File: config.mk
export PLATFORM = sky130hd
export DESIGN_NAME = nes_fetch_unit
export DESIGN_NICKNAME = d
export VERILOG_FILES = /design/src/rtl/nes_cpu_pkg.sv /design/src/rtl/nes_opcode_len_dec.sv /design/src/rtl/nes_fetch_unit.sv
export SDC_FILE = /design/constraint.sdc
export NUM_CORES = 1
export LEC_CHECK = 0
export BUFFER_PORTS_ARGS = -buffer_cell sky130_fd_sc_hd__buf_2
export CAP_MARGIN = 20
export CORE_MARGIN = 2
export CORE_UTILIZATION = 52
export DETAILED_ROUTE_END_ITERATION = 8
export MAX_ROUTING_LAYER = met4
export PLACE_DENSITY = 0.78
export SLEW_MARGIN = 20
export SYNTH_ARGS = -nofsm -noshare
export SYNTH_HDL_FRONTEND = slang
export SYNTH_HIERARCHICAL = 1
export SYNTH_SLANG_ARGS = --single-unit
File: constraint.sdc
create_clock -name clk_i -period 3.46 [get_ports clk_i]
set_input_delay 0.692 -clock clk_i [delete_from_list [all_inputs] [get_ports clk_i]]
set_output_delay 0.692 -clock clk_i [all_outputs]
set_load 0.02 [all_outputs]
File: src/rtl/nes_cpu_pkg.sv
// NES 6502 core shared types, constants and the opcode length table.
// Imported by the fetch unit and its opcode length decoder.
package nes_cpu_pkg;

    localparam int BYTE = 8;
    localparam int MAX_INSTR_SIZE = 3;
    localparam logic [BYTE-1:0] NOP = 8'hEA;

    typedef enum logic [1:0] {
        FETCH_OPCODE,
        FETCH_OPERAND,
        FETCH_INSTR_READY
    } fetch_state_t;

    // Unofficial opcodes fall through to length 1.
    function automatic logic [1:0] instr_length(input logic [BYTE-1:0] opcode);
        logic [1:0] len;
        len = 2'd1;
        case (opcode) inside
            8'b????_1101, 8'b???1_1001,
            8'b0???_1110, 8'h8E, 8'b101?_1110, 8'b11??_1110,
            8'h20, 8'h2C, 8'h4C, 8'h6C, 8'h8C,
            8'hAC, 8'hBC, 8'hCC, 8'hEC:
                len = 2'd3;
            8'b????_0001, 8'b????_0101, 8'b????_0110, 8'b???1_0000,
            8'h09, 8'h29, 8'h49, 8'h69, 8'hA9, 8'hC9, 8'hE9,
            8'hA0, 8'hA2, 8'hC0, 8'hE0,
            8'h24, 8'h84, 8'h94, 8'hA4, 8'hB4, 8'hC4, 8'hE4:
                len = 2'd2;
            default:
                len = 2'd1;
        endcase
        return len;
    endfunction

endpackage

File: src/rtl/nes_opcode_len_dec.sv
// Combinational opcode length decoder for the 6502 fetch unit.
// Maps an opcode byte to its instruction length of 1..3 bytes.
module nes_opcode_len_dec
    import nes_cpu_pkg::*;
(
    input  logic [BYTE-1:0] opcode,
    output logic [1:0]      len
);

    assign len = instr_length(opcode);

endmodule

File: src/rtl/nes_fetch_unit.sv
// Byte-serial 6502 instruction fetch: assembles variable-length
// instructions from a req/gnt/rvalid port and hands them to decode.
module nes_fetch_unit
    import nes_cpu_pkg::BYTE, nes_cpu_pkg::NOP, nes_cpu_pkg::fetch_state_t,
           nes_cpu_pkg::FETCH_OPCODE, nes_cpu_pkg::FETCH_OPERAND,
           nes_cpu_pkg::FETCH_INSTR_READY;
#(
    parameter int                       MEM_ADDR_SIZE  = 16,
    parameter logic [MEM_ADDR_SIZE-1:0] BOOT_ADDR      = '0,
    parameter int                       MAX_INSTR_SIZE = nes_cpu_pkg::MAX_INSTR_SIZE
) (
    input  logic                           clk_i,
    input  logic                           rst_ni,
    output logic                           mem_req_o,
    output logic [MEM_ADDR_SIZE-1:0]       mem_addr_o,
    input  logic                           mem_gnt_i,
    input  logic                           mem_rvalid_i,
    input  logic [BYTE-1:0]                mem_rdata_i,
    input  logic                           redirect_i,
    input  logic [MEM_ADDR_SIZE-1:0]       redirect_pc_i,
    output logic                           instr_valid_o,
    input  logic                           instr_ready_i,
    output logic [MAX_INSTR_SIZE*BYTE-1:0] instr_o,
    output logic [1:0]                     instr_len_o,
    output logic [MEM_ADDR_SIZE-1:0]       instr_pc_o
);

    localparam int IW = MAX_INSTR_SIZE * BYTE;
    localparam logic [IW-1:0] RST_INSTR = IW'(NOP);

    if (MAX_INSTR_SIZE < 3) begin : g_size_chk
        $error("MAX_INSTR_SIZE must be at least 3");
    end

    fetch_state_t             state_q, state_d;
    logic [MEM_ADDR_SIZE-1:0] pc_q, pc_d;
    logic [MEM_ADDR_SIZE-1:0] op_pc_q, op_pc_d;
    logic [MEM_ADDR_SIZE-1:0] ipc_q, ipc_d;
    logic [IW-1:0]            ibuf_q, ibuf_d;
    logic [1:0]               len_q, len_d;
    logic [1:0]               cnt_q, cnt_d;
    logic [1:0]               dec_len;
    logic                     outst_q, outst_d;
    logic                     discard_q, discard_d;
    logic                     active_q;
    logic                     accept;

    nes_opcode_len_dec u_len_dec (
        .opcode (mem_rdata_i),
        .len    (dec_len)
    );

    // active_q keeps the request low until the first cycle after reset release
    assign mem_req_o = active_q && (state_q != FETCH_INSTR_READY)
                     && !outst_q && !discard_q;
    assign accept        = mem_req_o && mem_gnt_i;
    assign mem_addr_o    = pc_q;
    assign instr_valid_o = (state_q == FETCH_INSTR_READY);
    assign instr_o       = ibuf_q;
    assign instr_len_o   = len_q;
    assign instr_pc_o    = ipc_q;

    always_comb begin
        state_d   = state_q;
        pc_d      = pc_q;
        op_pc_d   = op_pc_q;
        ipc_d     = ipc_q;
        ibuf_d    = ibuf_q;
        len_d     = len_q;
        cnt_d     = cnt_q;
        outst_d   = outst_q;
        discard_d = discard_q;

        if (accept) begin
            pc_d    = pc_q + MEM_ADDR_SIZE'(1);
            outst_d = 1'b1;
            if (state_q == FETCH_OPCODE) op_pc_d = pc_q;
        end

        if (mem_rvalid_i && discard_q) begin
            discard_d = 1'b0;
        end else if (mem_rvalid_i && outst_q) begin
            outst_d = 1'b0;
            unique case (state_q)
                FETCH_OPCODE: begin
                    ibuf_d             = '0;
                    ibuf_d[BYTE-1:0]   = mem_rdata_i;
                    ipc_d              = op_pc_q;
                    len_d              = dec_len;
                    cnt_d              = 2'd1;
                    state_d = (dec_len == 2'd1) ? FETCH_INSTR_READY
                                                : FETCH_OPERAND;
                end
                FETCH_OPERAND: begin
                    ibuf_d[BYTE*cnt_q +: BYTE] = mem_rdata_i;
                    cnt_d = cnt_q + 2'd1;
                    if (cnt_d == len_q) state_d = FETCH_INSTR_READY;
                end
                default: ;
            endcase
        end

        if (state_q == FETCH_INSTR_READY && instr_ready_i) begin
            state_d = FETCH_OPCODE;
        end

        // A read granted but not yet returned must have its data dropped
        if (redirect_i) begin
            state_d   = FETCH_OPCODE;
            pc_d      = redirect_pc_i;
            outst_d   = 1'b0;
            discard_d = accept || ((outst_q || discard_q) && !mem_rvalid_i);
        end
    end

    always_ff @(posedge clk_i or negedge rst_ni) begin
        if (!rst_ni) begin
            state_q   <= FETCH_OPCODE;
            pc_q      <= BOOT_ADDR;
            op_pc_q   <= BOOT_ADDR;
            ipc_q     <= BOOT_ADDR;
            ibuf_q    <= RST_INSTR;
            len_q     <= 2'd1;
            cnt_q     <= 2'd0;
            outst_q   <= 1'b0;
            discard_q <= 1'b0;
            active_q  <= 1'b0;
        end else begin
            state_q   <= state_d;
            pc_q      <= pc_d;
            op_pc_q   <= op_pc_d;
            ipc_q     <= ipc_d;
            ibuf_q    <= ibuf_d;
            len_q     <= len_d;
            cnt_q     <= cnt_d;
            outst_q   <= outst_d;
            discard_q <= discard_d;
            active_q  <= 1'b1;
        end
    end

    rvalid_needs_read: assert property (@(posedge clk_i) disable iff (!rst_ni)
        mem_rvalid_i |-> (outst_q || discard_q));

endmodule

-- Word-level counts from Yosys, hierarchy flattened
Cells that the tools add are included.
- bits of input ports: 30
- flip-flop bits (word level): 81
- output and inout port bits: 60
- logic and storage cells: 105
- reductions and logical operators: 25
- add/sub/neg operators: 3
- multiplexer cells: 20
- shift operators: 2
- bitwise gates (word level): 1
- eq/ne operators: 44
- operators with widths (cell ; count):
    $eq 8x8->1 const B ; 19
    $pmux 24 s2 ; 1
    $neg 5->34 ; 1
    $shift 8x34->24 const A ; 1
    $shiftx 8x34->24 ; 1
    $eq 8x6->1 const B ; 4
    $eq 8x7->1 const B ; 4
    $mux 16 ; 2
    $bwmux 24 ; 1
    $reduce_or 22->1 ; 1
    $add 16x1->16 const B ; 1
    $mux 2 ; 8
    $reduce_or 15->1 ; 1
    $eq 5x5->1 const B ; 2
    $eq 4x3->1 const B ; 2
    $eq 8x4->1 const B ; 1
    $logic_and 1x1->1 ; 8
    $pmux 2 s2 ; 2
    $eq 7x7->1 const B ; 1
    $eq 6x6->1 const B ; 1
    $mux 1 ; 6
    $reduce_and 3->1 ; 2
    $reduce_bool 2->1 ; 3
    $eq 5x4->1 const B ; 1
    other kinds (17) ; 21

-- Depth between registers and ports, before layout
- depth in word-level cells: 11
- mapped depth: 8
- gate-level depth less buffers: 8

-- By module
The synthesis kept the hierarchy.
- by module, submodules not included (module ; seq. area each (um^2) ; area an instance (um^2) ; instances ; cells an instance):
    nes_fetch_unit ; 2034.5 ; 3509.6 ; 1 ; 276
    nes_opcode_len_dec ; 0.0 ; 173.9 ; 1 ; 26

-- Least setup slack after synthesis
OpenSTA, ideal clock, no wires.
- kind: input to register
- from: input mem_rdata_i[4]
- to: register state_q[1]
- path slack: 1.479 ns
- setup time: 0.124 ns
- arrival time: 1.857 ns
- path buffers: 0
- cell stages on the path: 8
- required time: 3.336 ns
- path through: nor4b_1 nand2_1 a31oi_1 nor3_2 o211ai_1 nand2b_1 nor2b_1 o31a_1
- word-level cells in the longest chain between the ends: 11
- elaborated cells on any way between the ends: 41
- those cells by class: eq/ne (31); mux (8); reduce/logical (2)
- RTL lines (item ; RTL line ; RTL):
    start: declaration ; nes_fetch_unit.sv:18 ; input logic [BYTE-1:0] mem_rdata_i,
    $eq 8x8->1 (tied with other cells) ; nes_opcode_len_dec.sv:10 ; assign len = instr_length(opcode);
    $reduce_or 22->1 ; nes_cpu_pkg.sv:19 ; case (opcode) inside
    $mux 2 ; nes_cpu_pkg.sv:19 ;
    $mux 2 (*) ; nes_cpu_pkg.sv:19 ;
    named net dec_len[0] ; nes_fetch_unit.sv:42 ; logic [1:0] dec_len;
    $eq 2x1->1 (*) ; nes_fetch_unit.sv:91 ; state_d = (dec_len == 2'd1) ? FETCH_INSTR_READY
    $mux 2 (*) ; nes_fetch_unit.sv:91 ;
    $pmux 2 s2 (*) ; nes_fetch_unit.sv:84 ; unique case (state_q)
    $mux 2 (*) ; nes_fetch_unit.sv:82 ; end else if (mem_rvalid_i && outst_q) begin
    $mux 2 (*) ; nes_fetch_unit.sv:80 ; if (mem_rvalid_i && discard_q) begin
    $mux 2 (*) ; nes_fetch_unit.sv:103 ; if (state_q == FETCH_INSTR_READY && instr_ready_i) begin
    $mux 2 (*) ; nes_fetch_unit.sv:108 ; if (redirect_i) begin
    end signal: assignment ; nes_fetch_unit.sv:129 ; state_q <= state_d;
    end: declaration ; nes_fetch_unit.sv:35 ; fetch_state_t state_q, state_d;
The timed path passes the listed nets; every way through them passes the cells marked *. The select of a mux whose other input is x is not followed.
A chain may end at the register's enable or synchronous reset.

-- Final worst setup path
- from: register state_q[1]
- to: register ipc_q[14], in the netlist instr_pc_o[14]
- word-level cells in the longest chain between the ends: 2
- RTL lines (item ; RTL line ; RTL):
    $logic_not 2->1 ; nes_fetch_unit.sv:84 ;
    $reduce_and 3->1 (no source line) ; -- ;
    end signal: assignment ; nes_fetch_unit.sv:132 ; ipc_q <= ipc_d;
    end: declaration ; nes_fetch_unit.sv:38 ; logic [MEM_ADDR_SIZE-1:0] ipc_q, ipc_d;
Every way passes these cells.

==> impl_metrics.prom <==
# TYPE chip_impl_metric gauge
chip_impl_metric{name="die-width",unit="um"} 88.17
chip_impl_metric{name="post_synth_fa_ha_maj_area_fraction",unit=""} 0.01698
chip_impl_info{name="final_common_cell",value="sky130_fd_sc_hd__buf_2"} 1
chip_impl_metric{name="grt.overflow.total",unit=""} 0
chip_impl_metric{name="area_growth_syn_to_layout",unit="%"} 19.46
chip_impl_metric{name="layout-drive-gt1-share",unit=""} 0.3929
chip_impl_metric{name="timing.final.crit_share",unit=""} 0.6516
chip_impl_metric{name="initial_utilization",unit=""} 0.5392
chip_impl_info{name="yosys-top-cells-area",value="sky130_fd_sc_hd__dfrtp_1 (51%), sky130_fd_sc_hd__mux2_2 (11%), sky130_fd_sc_hd__a22o_1 (5.9%)"} 1
chip_impl_metric{name="fillers",unit=""} 570
chip_impl_metric{name="global_route_wire_length_before_repair",unit="mm"} 13.13
chip_impl_metric{name="route.layer.met1.wl",unit="mm"} 3.805
chip_impl_metric{name="number_of_different_library_cells_in_the_post_synthesis_netlist",unit=""} 53
chip_impl_metric{name="syn-mean-instance-area",unit="sq um"} 12.20
chip_impl_metric{name="met2_wirelength",unit="mm"} 3.886
chip_impl_metric{name="grt_max_degree",unit=""} 82
chip_impl_info{name="synth_top_family_by_area",value="simple AND/OR/NAND/NOR gates"} 1
chip_impl_metric{name="setup_viol_count_final",unit=""} 0
chip_impl_metric{name="met3_wire_length",unit="um"} 374
chip_impl_metric{name="mappedNetlistArea",unit="sq mm"} 0.003684
chip_impl_metric{name="synth_area_in_simple_gates",unit=""} 0.1410
chip_impl_metric{name="number_of_synthesized_flops_with_an_enable_pin",unit=""} 0
chip_impl_info{name="worst_path_dominant_cell_family",value="simple AND/OR/NAND/NOR gates"} 1
chip_impl_metric{name="drt-vias-per-instance",unit=""} 5.718
chip_impl_metric{name="cellPowerDensity",unit="mW/mm^2"} 643.6
chip_impl_metric{name="path_buf_inv",unit=""} 0
chip_impl_metric{name="place_congestion",unit=""} 0.8347
chip_impl_info{name="timing.critical_path.slowest_stage_cell",value="sky130_fd_sc_hd__and2_1"} 1
chip_impl_info{name="synth_ff_type",value="sky130_fd_sc_hd__dfrtp_1"} 1
chip_impl_metric{name="synth_async_sr_flop_share",unit=""} 1.000
chip_impl_info{name="clk_root_buffer_cell",value="sky130_fd_sc_hd__clkbuf_8"} 1
chip_impl_metric{name="postCtsHoldBufs",unit=""} 0
chip_impl_metric{name="yosys_warnings",unit=""} 6
chip_impl_metric{name="dp_hpwl",unit="mm"} 5.554
chip_impl_metric{name="floorplan.die_area",unit="sq mm"} 0.007773
chip_impl_metric{name="antenna-diode-count",unit=""} 0
chip_impl_metric{name="synth.yosys.seq_area_share",unit=""} 0.5523
chip_impl_metric{name="finalHoldViolations",unit=""} 0
chip_impl_metric{name="tightestPinTransition",unit="ps"} 890.2
chip_impl_metric{name="fin_setup_tns",unit="ps"} 0
chip_impl_metric{name="synth-xor-area-share",unit=""} 0.01427
chip_impl_metric{name="clock_tree.htree_level_count",unit=""} 3
chip_impl_metric{name="cts.reportedPaths.clkPinSlew",unit="ps"} 90
chip_impl_info{name="tritoncts",value="built"} 1
chip_impl_metric{name="drc_violations",unit=""} 0
chip_impl_metric{name="synth_seq_cells",unit=""} 81
chip_impl_info{name="end_kind",value="flip-flop"} 1
chip_impl_metric{name="syn_inst",unit=""} 302
chip_impl_info{name="outcome",value="finished clean"} 1
chip_impl_metric{name="cap_viol_max_count",unit=""} 0
chip_impl_metric{name="timing.critical_path.fanout_max",unit=""} 19
chip_impl_metric{name="via_count_of_the_first_global_routing_pass",unit=""} 2598
chip_impl_metric{name="placementRows",unit=""} 30
chip_impl_metric{name="cts_resized",unit=""} 0
chip_impl_metric{name="tritoncts.num_buffers",unit=""} 9
chip_impl_metric{name="cts.path.max_buffers",unit=""} 2
chip_impl_metric{name="fin_hold_ws",unit="ps"} 360.2
chip_impl_metric{name="clk-insertion-delay-late",unit="ps"} 360
chip_impl_metric{name="clock_skew",unit="ps"} 7.473
chip_impl_metric{name="buffer_ports.inserted",unit=""} 89
chip_impl_info{name="worstSetupPathType",value="flip-flop to flip-flop"} 1
chip_impl_metric{name="post_cts_buffers",unit=""} 0
chip_impl_info{name="worstHoldPathType",value="input port to asynchronous set/reset pin"} 1
chip_impl_info{name="setup_repair_after_global_routing_missed_its_margin",value="no"} 1
chip_impl_metric{name="clock_sink_count",unit=""} 81
chip_impl_metric{name="r2r_setup_slack",unit="ps"} 1210
chip_impl_metric{name="grt_antenna_before_repair",unit=""} 0
chip_impl_metric{name="max-vdd-ir-drop",unit="V"} 0.0003806
chip_impl_metric{name="timing.final.crit_period",unit="ps"} 2254
chip_impl_metric{name="critical_path.max_stage_delay",unit="ps"} 750
chip_impl_metric{name="nNetsFinal",unit=""} 427
chip_impl_metric{name="routed_wl",unit="mm"} 8.214
chip_impl_metric{name="power.static_leakage",unit="nW"} 2.054
chip_impl_info{name="crit_chain",value="and4bb_2 > and2_1 > mux2_2"} 1
chip_impl_metric{name="floorplan.core_area",unit="sq mm"} 0.006832
chip_impl_metric{name="vias_post_dr",unit=""} 2819
chip_impl_metric{name="placed_area",unit="sq mm"} 0.004195
chip_impl_metric{name="first_pass_iters",unit=""} 4
chip_impl_metric{name="synthesized_area_fraction_occupied_by_ao_oa_aoi_and_oai_cells",unit=""} 0.1372
chip_impl_info{name="timing.critical_path.from_type",value="flip-flop"} 1
chip_impl_metric{name="die_height",unit="um"} 88.17
chip_impl_metric{name="arrival",unit="ps"} 2490
chip_impl_metric{name="cp_data_required_time",unit="ps"} 3700
chip_impl_metric{name="grt_util_all_layers",unit=""} 0.2285
chip_impl_metric{name="final-max-slew-violation-count",unit=""} 0
chip_impl_info{name="top_signal_layer_used",value="met4"} 1
chip_impl_info{name="mostFrequentLayoutCells",value="sky130_fd_sc_hd__buf_2 (88), sky130_fd_sc_hd__dfrtp_1 (75), sky130_fd_sc_hd__mux2_2 (35)"} 1
chip_impl_metric{name="wl_per_cell",unit="um"} 16.66
chip_impl_metric{name="number_of_nets_produced_by_synthesis",unit=""} 337
chip_impl_metric{name="final_antenna_net_count",unit=""} 0
chip_impl_metric{name="fmax",unit="MHz"} 443.6
chip_impl_metric{name="finalInstanceArea",unit="sq mm"} 0.004400
chip_impl_metric{name="post-synth-top-area-fraction",unit=""} 0.5095
chip_impl_info{name="yosysTopAreaCell",value="sky130_fd_sc_hd__dfrtp_1"} 1
chip_impl_metric{name="mux_cell_area_share_after_synthesis",unit=""} 0.1097
chip_impl_metric{name="slew-limit-headroom",unit=""} 0.4003
chip_impl_metric{name="design.portCount",unit=""} 90
chip_impl_metric{name="final_core_util",unit=""} 0.6441
chip_impl_metric{name="initialDrtViolationCount",unit=""} 180
-- logic make-up (layout without fill, tap and decap cells) --
family / Yosys count / after routing
flops: 81 / 81
fa+ha+maj: 5 / 5
other cells: 1 / 1
buf+inv: 21 / 116
simple gates: 82 / 82
xor+xnor: 6 / 6
compound gates: 70 / 70
mux: 36 / 36
-- synth_stat cells, types with 2 or more instances --
cell                       number
sky130_fd_sc_hd__a21oi_1        5
sky130_fd_sc_hd__a22o_1        25
sky130_fd_sc_hd__a31oi_1        7
sky130_fd_sc_hd__and2_1         3
sky130_fd_sc_hd__and3_1         4
sky130_fd_sc_hd__and4_1         2
sky130_fd_sc_hd__buf_2          6
sky130_fd_sc_hd__buf_6          2
sky130_fd_sc_hd__clkbuf_1       3
sky130_fd_sc_hd__dfrtp_1       75
sky130_fd_sc_hd__dfstp_2        6
sky130_fd_sc_hd__ha_1           5
sky130_fd_sc_hd__inv_1          9
sky130_fd_sc_hd__mux2_2        35
sky130_fd_sc_hd__nand2_1       15
sky130_fd_sc_hd__nand2b_1       2
sky130_fd_sc_hd__nand3_1        7
sky130_fd_sc_hd__nand4_1        6
sky130_fd_sc_hd__nor2_1        11
sky130_fd_sc_hd__nor3_1         5
sky130_fd_sc_hd__nor4b_1        3
sky130_fd_sc_hd__nor4bb_1       2
sky130_fd_sc_hd__o211ai_1       4
sky130_fd_sc_hd__o21a_1         2
sky130_fd_sc_hd__o21ai_0       17
sky130_fd_sc_hd__o31a_1         2
sky130_fd_sc_hd__o31ai_1        2
sky130_fd_sc_hd__or3_1          4
sky130_fd_sc_hd__or4_1          5
sky130_fd_sc_hd__xnor2_1        2
sky130_fd_sc_hd__xor2_1         4
-- per-layer routing --
layer | track usage | vias up
met2 | 0.3281 | 84
met5 | - | -
met3 | 0.04053 | 13
met4 | 0.09504 | 0
li1 | - | 1305
met1 | 0.3212 | 1417
-- final timing paths --
check                                         from                    endpoint  cells past startpoint
min in group clk_i         op_pc_q[11]$_DFFE_PN0P_     op_pc_q[11]$_DFFE_PN0P_                      1
min reg2reg                op_pc_q[11]$_DFFE_PN0P_     op_pc_q[11]$_DFFE_PN0P_                      1
min                                         rst_ni  mem_addr_o[13]$_DFFE_PN0P_                      1
max in group asynchronous                   rst_ni        cnt_q[1]$_DFFE_PN0P_                      1
max                         state_q[1]$_DFFE_PN0P_  instr_pc_o[14]$_DFFE_PN0P_                      3
max reg2reg                 state_q[1]$_DFFE_PN0P_  instr_pc_o[14]$_DFFE_PN0P_                      3
-- worst reg2reg max path, delay by kind of cell, from the launching register on --
family,cells,cell delay (ps)
and+or+nand+nor,2,1220
DFF,1,490
muxes,1,430
-- layout make-up --
cell class                      count  area (sq um)  area share
Clock buffer                        9         123.9     0.02815
Clock inverter                      7         77.57     0.01763
Inverter                           10         37.54    0.008530
Multi-Input combinational cell    200          1548      0.3517
Sequential cell                    81          2034      0.4623
Tap cell                           96         120.1     0.02730
Timing Repair Buffer               90         459.2      0.1044
-- report_power, final --
part / internal [mW] / switching (mW)
clock: 0.340 / 0.368
sequential: 1.19 / 0.162
combinational: 0.336 / 0.434
-- state kept, by name, indices dropped and copies added (netlist names) --
| signal | flops |
|---|---|
| cnt_q | 2 |
| state_q | 2 |
| op_pc_q | 16 |
| outst_q | 1 |
| active_q | 1 |
| mem_addr_o | 16 |
| instr_len_o | 2 |
| instr_pc_o | 16 |
| instr_o | 24 |
| discard_q | 1 |
-- per-stage QoR --
step / std cells / power [mW] / setup WS [ps]
after global routing: 493 / 2.976 / 1071
after floorplan: 302 / 1.839 / 1479
final: 493 / 2.832 / 1206
after detailed placement: 477 / 2.146 / 972.1
after CTS: 493 / 2.853 / 1191
after global placement: 477 / 2.110 / 1057
No activity file was read; power rests on OpenSTA's default activity.
